===== config.mk =====
export PLATFORM = sky130hd
export DESIGN_NAME = ifetch_decode
export DESIGN_NICKNAME = d
export VERILOG_FILES = /design/src/rtl/ifetch_decode_pkg.sv /design/src/rtl/ifd_cond_check.sv /design/src/rtl/ifetch_decode.sv
export SDC_FILE = /design/constraint.sdc
export NUM_CORES = 1
export LEC_CHECK = 0
export BUFFER_PORTS_ARGS = -buffer_cell sky130_fd_sc_hd__clkbuf_2
export CAP_MARGIN = 25
export CORE_UTILIZATION = 44
export DETAILED_ROUTE_END_ITERATION = 10
export GPL_ROUTABILITY_DRIVEN = 0
export MAX_ROUTING_LAYER = met4
export PLACE_DENSITY = 0.81
export SYNTH_ARGS = -nofsm -noshare
export SYNTH_HDL_FRONTEND = slang
export SYNTH_SLANG_ARGS = --single-unit

===== constraint.sdc =====
create_clock -name clk -period 2.5 [get_ports clk]
set_input_delay 0.375 -clock clk [delete_from_list [all_inputs] [get_ports clk]]
set_output_delay 0.375 -clock clk [all_outputs]
set_load 0.01 [all_outputs]

===== src/rtl/ifetch_decode_pkg.sv =====
// Shared definitions for the instruction fetch/decode stage: command
// indices of the one-hot decode, ARM condition codes and fetch states.
package ifetch_decode_pkg;

  localparam int CMD_DP   = 0;
  localparam int CMD_BX   = 1;
  localparam int CMD_B    = 2;
  localparam int CMD_BL   = 3;
  localparam int CMD_LDR0 = 4;
  localparam int CMD_LDR1 = 5;
  localparam int CMD_STR0 = 6;
  localparam int CMD_STR1 = 7;
  localparam int CMD_SWP  = 8;

  localparam logic [3:0] COND_EQ = 4'h0;
  localparam logic [3:0] COND_NE = 4'h1;
  localparam logic [3:0] COND_CS = 4'h2;
  localparam logic [3:0] COND_CC = 4'h3;
  localparam logic [3:0] COND_MI = 4'h4;
  localparam logic [3:0] COND_PL = 4'h5;
  localparam logic [3:0] COND_VS = 4'h6;
  localparam logic [3:0] COND_VC = 4'h7;
  localparam logic [3:0] COND_HI = 4'h8;
  localparam logic [3:0] COND_LS = 4'h9;
  localparam logic [3:0] COND_GE = 4'hA;
  localparam logic [3:0] COND_LT = 4'hB;
  localparam logic [3:0] COND_GT = 4'hC;
  localparam logic [3:0] COND_LE = 4'hD;
  localparam logic [3:0] COND_AL = 4'hE;
  localparam logic [3:0] COND_NV = 4'hF;

  typedef enum logic [1:0] {
    ST_IDLE  = 2'd0,
    ST_REQ   = 2'd1,
    ST_VALID = 2'd2
  } fetch_state_t;

endpackage


===== src/rtl/ifd_cond_check.sv =====
// Combinational ARM condition evaluation; nzcv = {N,Z,C,V}.
// The 1111 encoding is treated as "never".
module ifd_cond_check
  import ifetch_decode_pkg::*;
(
  input  logic [3:0] cond,
  input  logic [3:0] nzcv,
  output logic       pass
);

  logic n, z, c, v;
  assign {n, z, c, v} = nzcv;

  // Condition code lookup against the current flags.
  always_comb begin
    pass = 1'b0;
    case (cond)
      COND_EQ: pass = z;
      COND_NE: pass = ~z;
      COND_CS: pass = c;
      COND_CC: pass = ~c;
      COND_MI: pass = n;
      COND_PL: pass = ~n;
      COND_VS: pass = v;
      COND_VC: pass = ~v;
      COND_HI: pass = c & ~z;
      COND_LS: pass = ~c | z;
      COND_GE: pass = (n == v);
      COND_LT: pass = (n != v);
      COND_GT: pass = ~z & (n == v);
      COND_LE: pass = z | (n != v);
      COND_AL: pass = 1'b1;
      default: pass = 1'b0;
    endcase
  end

endmodule


===== src/rtl/ifetch_decode.sv =====
// Instruction fetch and decode stage feeding the multi-cycle control FSM.
// Optional macro IFD_ILLEGAL_TRAP_EN adds the 'illegal' output and forces
// cond_fail on undecodable words.
//
// state    | meaning
// ST_IDLE  | no fetch outstanding, IR not valid (after reset or timeout)
// ST_REQ   | imem_req high, waiting for imem_ack or timeout
// ST_VALID | IR holds a freshly fetched word, ir_valid high
module ifetch_decode
  import ifetch_decode_pkg::*;
#(
  parameter int TIMEOUT_CYCLES = 15,
  parameter int ADDR_W         = 32
) (
  input  logic              clk,
  input  logic              rst,
  input  logic              write_ir,
  input  logic [ADDR_W-1:0] pc,
  output logic              imem_req,
  output logic [ADDR_W-1:0] imem_addr,
  input  logic              imem_ack,
  input  logic [31:0]       imem_rdata,
  output logic              ir_valid,
  output logic [31:0]       ir,
  output logic [63:0]       command,
  output logic              rm_imm_s,
  output logic [1:0]        rs_imm_s,
  output logic [2:0]        shift_op,
  output logic [3:0]        alu_op,
  output logic              s_bit,
  output logic              p_bit,
  output logic              u_bit,
  output logic              w_bit,
  output logic [1:0]        v_type,
  input  logic [3:0]        nzcv,
  output logic              cond_fail,
`ifdef IFD_ILLEGAL_TRAP_EN
  output logic              illegal,
`endif
  output logic              bus_err
);

  // Down-counter loaded on each fetch start; terminal count 0 means the
  // last allowed REQ cycle has passed without an ack.
  localparam int CNT_W = (TIMEOUT_CYCLES > 1) ? $clog2(TIMEOUT_CYCLES) : 1;
  localparam logic [CNT_W-1:0] TMO_LOAD =
    (TIMEOUT_CYCLES > 0) ? CNT_W'(TIMEOUT_CYCLES - 1) : '0;

  fetch_state_t     state, state_nxt;
  logic             write_ir_q;
  logic [CNT_W-1:0] tmo_cnt;
  logic             start, timeout_hit;
  logic             load_req, load_ir, abort;

  assign start       = write_ir & ~write_ir_q;
  assign timeout_hit = (TIMEOUT_CYCLES != 0) && (tmo_cnt == '0);

  // State register.
  always_ff @(posedge clk or posedge rst) begin
    if (rst) state <= ST_IDLE;
    else     state <= state_nxt;
  end

  // Next-state logic; ack takes priority over timeout, starts in REQ are ignored.
  always_comb begin
    state_nxt = state;
    load_req  = 1'b0;
    load_ir   = 1'b0;
    abort     = 1'b0;
    case (state)
      ST_IDLE, ST_VALID: begin
        if (start) begin
          state_nxt = ST_REQ;
          load_req  = 1'b1;
        end
      end
      ST_REQ: begin
        if (imem_ack) begin
          state_nxt = ST_VALID;
          load_ir   = 1'b1;
        end else if (timeout_hit) begin
          state_nxt = ST_IDLE;
          abort     = 1'b1;
        end
      end
      default: state_nxt = ST_IDLE;
    endcase
  end

  // Fetch datapath: address capture, IR load, timeout counter, sticky error.
  always_ff @(posedge clk or posedge rst) begin
    if (rst) begin
      write_ir_q <= 1'b0;
      imem_req   <= 1'b0;
      imem_addr  <= '0;
      ir         <= '0;
      ir_valid   <= 1'b0;
      bus_err    <= 1'b0;
      tmo_cnt    <= '0;
    end else begin
      write_ir_q <= write_ir;
      if (load_req) begin
        imem_addr <= pc;
        imem_req  <= 1'b1;
        ir_valid  <= 1'b0;
        tmo_cnt   <= TMO_LOAD;
      end else if (state == ST_REQ && tmo_cnt != '0) begin
        tmo_cnt <= tmo_cnt - 1'b1;
      end
      if (load_ir) begin
        ir       <= imem_rdata;
        imem_req <= 1'b0;
        ir_valid <= 1'b1;
      end
      if (abort) begin
        imem_req <= 1'b0;
        bus_err  <= 1'b1;
      end
    end
  end

  logic [63:0] cmd_raw;
  logic        is_bx, is_swp, cond_pass;

  assign is_bx  = (ir[27:4] == 24'h12FFF1);
  assign is_swp = (ir[27:23] == 5'b00010) && (ir[21:20] == 2'b00) && (ir[11:4] == 8'h09);

  // One-hot instruction class decode from the IR.
  always_comb begin
    cmd_raw           = '0;
    cmd_raw[CMD_BX]   = is_bx;
    cmd_raw[CMD_SWP]  = is_swp;
    cmd_raw[CMD_DP]   = (ir[27:26] == 2'b00) && !is_bx && !is_swp;
    cmd_raw[CMD_B]    = (ir[27:24] == 4'b1010);
    cmd_raw[CMD_BL]   = (ir[27:24] == 4'b1011);
    cmd_raw[CMD_LDR0] = (ir[27:25] == 3'b010) && ir[20];
    cmd_raw[CMD_LDR1] = (ir[27:25] == 3'b011) && !ir[4] && ir[20];
    cmd_raw[CMD_STR0] = (ir[27:25] == 3'b010) && !ir[20];
    cmd_raw[CMD_STR1] = (ir[27:25] == 3'b011) && !ir[4] && !ir[20];
  end

  ifd_cond_check u_cond (
    .cond (ir[31:28]),
    .nzcv (nzcv),
    .pass (cond_pass)
  );

  assign command  = ir_valid ? cmd_raw : '0;
  assign rm_imm_s = ir[25];
  assign rs_imm_s = {ir[25], ir[4]};
  assign shift_op = {ir[6:5], ir[4]};
  assign alu_op   = ir[24:21];
  assign s_bit    = ir[20];
  assign p_bit    = ir[24];
  assign u_bit    = ir[23];
  assign w_bit    = ir[21];
  assign v_type   = ir[6:5];

`ifdef IFD_ILLEGAL_TRAP_EN
  assign illegal   = ir_valid && (cmd_raw == '0);
  assign cond_fail = ir_valid && (!cond_pass || illegal);
`else
  assign cond_fail = ir_valid && !cond_pass;
`endif

endmodule


==> out/qor.csv <==
metric,value,unit
run_status,"complete, no violations",
r2r_start,state[0]$_DFFE_PP0P_,
gr-total-overflow,0,
grt_use_met3,3.66,%
clkSinkCount,74,
post_cts_buffers,0,
synthMuxAreaShare,10.1,%
track_usage,20.3,%
critical_path_peak_fanout,4,
yosys.cell_types.count,42,
io_buffer_count,164,
critPathKind,register to output port,
cts_tree,done,
grt-busiest-layer,met2,
reg2reg_depth,4,
antenna_found_initial,0,
synth_seq_cells,74,
grt_max_degree,36,
multi_input_area,1420,µm²
syn_area,3660,µm²
synth_edf_count,0,
p_leak,0.00250,µW
seq_area_frac_synth,50.6,%
cp_cell_sequence,or4_1 > nor4_2 > and2_1 > clkbuf_2,
die_area,8690,µm²
core-area,7890,µm²
synth_compound_area_share,3.18,%
path_clk_slew,0.07,ns
cp.arrival,1.91,ns
fin_nets,591,
num_rows,32,
worst_slew_pin_slew,0.509,ns
grt_pass1_vias,2729,
root_buffer,clkbuf_8,
fillCellCount,695,
drtIter0Drc,71,
finalSetupTns,0,ns
clk_latency,0.33,ns
reg2reg_to,ir[0]$_DFFE_PP0P_,
max_freq,438,MHz
cpMaxStageDelayCell,or4_1,
htreeDepth,3,
firstDrtPassIters,4,
synth_top_family_by_area,simple AND/OR/NAND/NOR gates,
synth-simple-area-share,17.5,%
rsz0062_at_grt,false,
power,4610,µW
via_count,2868,
cellPowerDensity,1020,nW/µm²
cap_violations,0,
cts_buffer_depth,2,
dp_hpwl,6300,µm
met1_usage,24.3,%
max_slew_margin,65.8,%
required,2.12,ns
routedWlPerCell,13.3,µm
drive_above_1_share,42.3,%
min_path_type,primary input to register,
crit_path_end,command[1],
finalHoldViolations,0,
grt_pass1_wl,13200,µm
period_needed,2.28,ns
rrSetupSlack,0.85,ns
worst_setup_path_start_kind,register,
startpoint,ir[22]$_DFFE_PP0P_,
start_util,46.4,%
io_pins,220,
die_h,93.2,µm
setup_viol,0,
period_share,91.4,%
endpoint_kind,output port,
skew,0.00817,ns
viasPerCell,4.59,
ys_async_sr_fraction,100,%
grtUsageMet2,34.3,%
timing.final.max_slew_violations,0,
synthAdderAreaFrac,0.342,%
postRouteAntennaNets,0,
post-route-drc-count,0,
avgSynthCellArea,10.0,µm²
crit_path_max_incr_delay,0.57,ns
n_antenna_cell,0,
routed_wl,8310,µm
ir_worst_vdd,0.449,mV
yosys_warnings,0,
netlist_instances,365,
die_w,93.2,µm
cts_buffers,9,
seq_area,1850,µm²
synthFlopType,dfrtp_1,
synthXorXnorAreaFrac,1.44,%
syn_to_final_growth,23.7,%
[cell usage after synthesis (all sizes together) (3+ instances only)]
master | count | area (µm²)
a21oi | 3 | 15.0
buf | 75 | 553
clkbuf | 7 | 26.3
dfrtp | 74 | 1850
inv | 9 | 33.8
mux2 | 32 | 360
nand2 | 109 | 409
nand4 | 4 | 25.0
nor2 | 5 | 18.8
nor4 | 3 | 25.0
xnor2 | 5 | 43.8
[stage by stage]
stage                     setup WS [ns]  std cells  utilization [%]  hold WS (ns)  area, µm²
after floorplan                   0.243        419                -         0.406       3860
after global routing             0.0945        625             57.4         0.187       4530
after global placement            0.460        608             54.2         0.363       4280
after CTS                        0.0245        625             57.2         0.184       4520
after detailed placement          0.397        608             54.2         0.374       4280
final                             0.216        625             57.4         0.199       4530
[logic make-up (layout without fill, tap and decap cells)]
group           count (synthesis)  in the layout
compound gates                 16             16
xor+xnor                        6              6
fa+ha+maj                       1              1
buf+inv                        91            195
flops                          74             74
mux                            33             33
other cells                     1             55
simple gates                  143            143
[placed cells by master, fill, tap and decap left out, types with 2 or more instances in the layout]
| cell | count |
|---|---|
| a21oi_1 | 3 |
| and2_1 | 2 |
| buf_4 | 5 |
| bufinv_16 | 2 |
| clkbuf_2 | 164 |
| clkbuf_8 | 11 |
| clkinv_2 | 2 |
| conb_1 | 55 |
| dfrtp_1 | 74 |
| inv_1 | 8 |
| mux2_2 | 32 |
| nand2_1 | 109 |
| nand2b_1 | 2 |
| nand3b_1 | 2 |
| nand4_1 | 4 |
| nor2_1 | 5 |
| nor2b_1 | 2 |
| nor3_1 | 2 |
| nor4_2 | 2 |
| o2111ai_1 | 2 |
| o211ai_1 | 2 |
| o21ai_0 | 2 |
| o311ai_0 | 2 |
| xnor2_1 | 5 |
[repair_timing]
item,4_1_cts,5_1_grt
endpoints found under the hold margin,2,0
hold buffers,1,0
gates resized for setup,0,2
endpoints found under the setup margin,0,2
[per-layer routing]
metal / up-vias / wire length, µm
li1: 1374 / -
met1: 1331 / 3420
met2: 153 / 4180
met3: 10 / 587
met4: 0 / 123
met5: - / 0
[critical path: cells and delay by family (launching register included)]
kind	cells	cell delay (ns)
AND/OR/NAND/NOR	3	1.05
buffers and inverters	1	0.12
flip-flops	1	0.41
[state kept, by name, indices dropped and copies added (netlist names)]
register    flops
ir_valid        1
bus_err         1
imem_addr      32
ir             32
tmo_cnt         4
imem_req        1
state           2
write_ir_q      1
[how the worst min path moves through the flow]
stage,start,endpoint,slack [ns],cells past startpoint
5_1_grt,write_ir,write_ir_q$_DFF_PP0_,0.19,1
4_1_cts,write_ir,write_ir_q$_DFF_PP0_,0.18,1
6_report,write_ir,write_ir_q$_DFF_PP0_,0.20,1
2_1_floorplan,write_ir,write_ir_q$_DFF_PP0_,0.41,0
3_3_place_gp,rst,imem_addr[31]$_DFFE_PP0P_,0.36,2
3_5_place_dp,rst,imem_addr[31]$_DFFE_PP0P_,0.37,2
[area by class of cell]
type	instances	area share [%]
multi-input cells	254	31.3
clock inverters	4	1.63
flip-flops and latches	74	40.9
clock buffers	12	3.43
well taps	102	2.82
inverters	9	0.774
repair buffers	170	19.2
[power by group]
group | internal [µW] | total, µW | switching, µW
clock network | 617 | 1030 | 418
registers | 1590 | 2000 | 419
logic | 737 | 1570 | 832
total | 2940 | 4610 | 1670
Note: power is estimated with default switching activity, not from simulation.
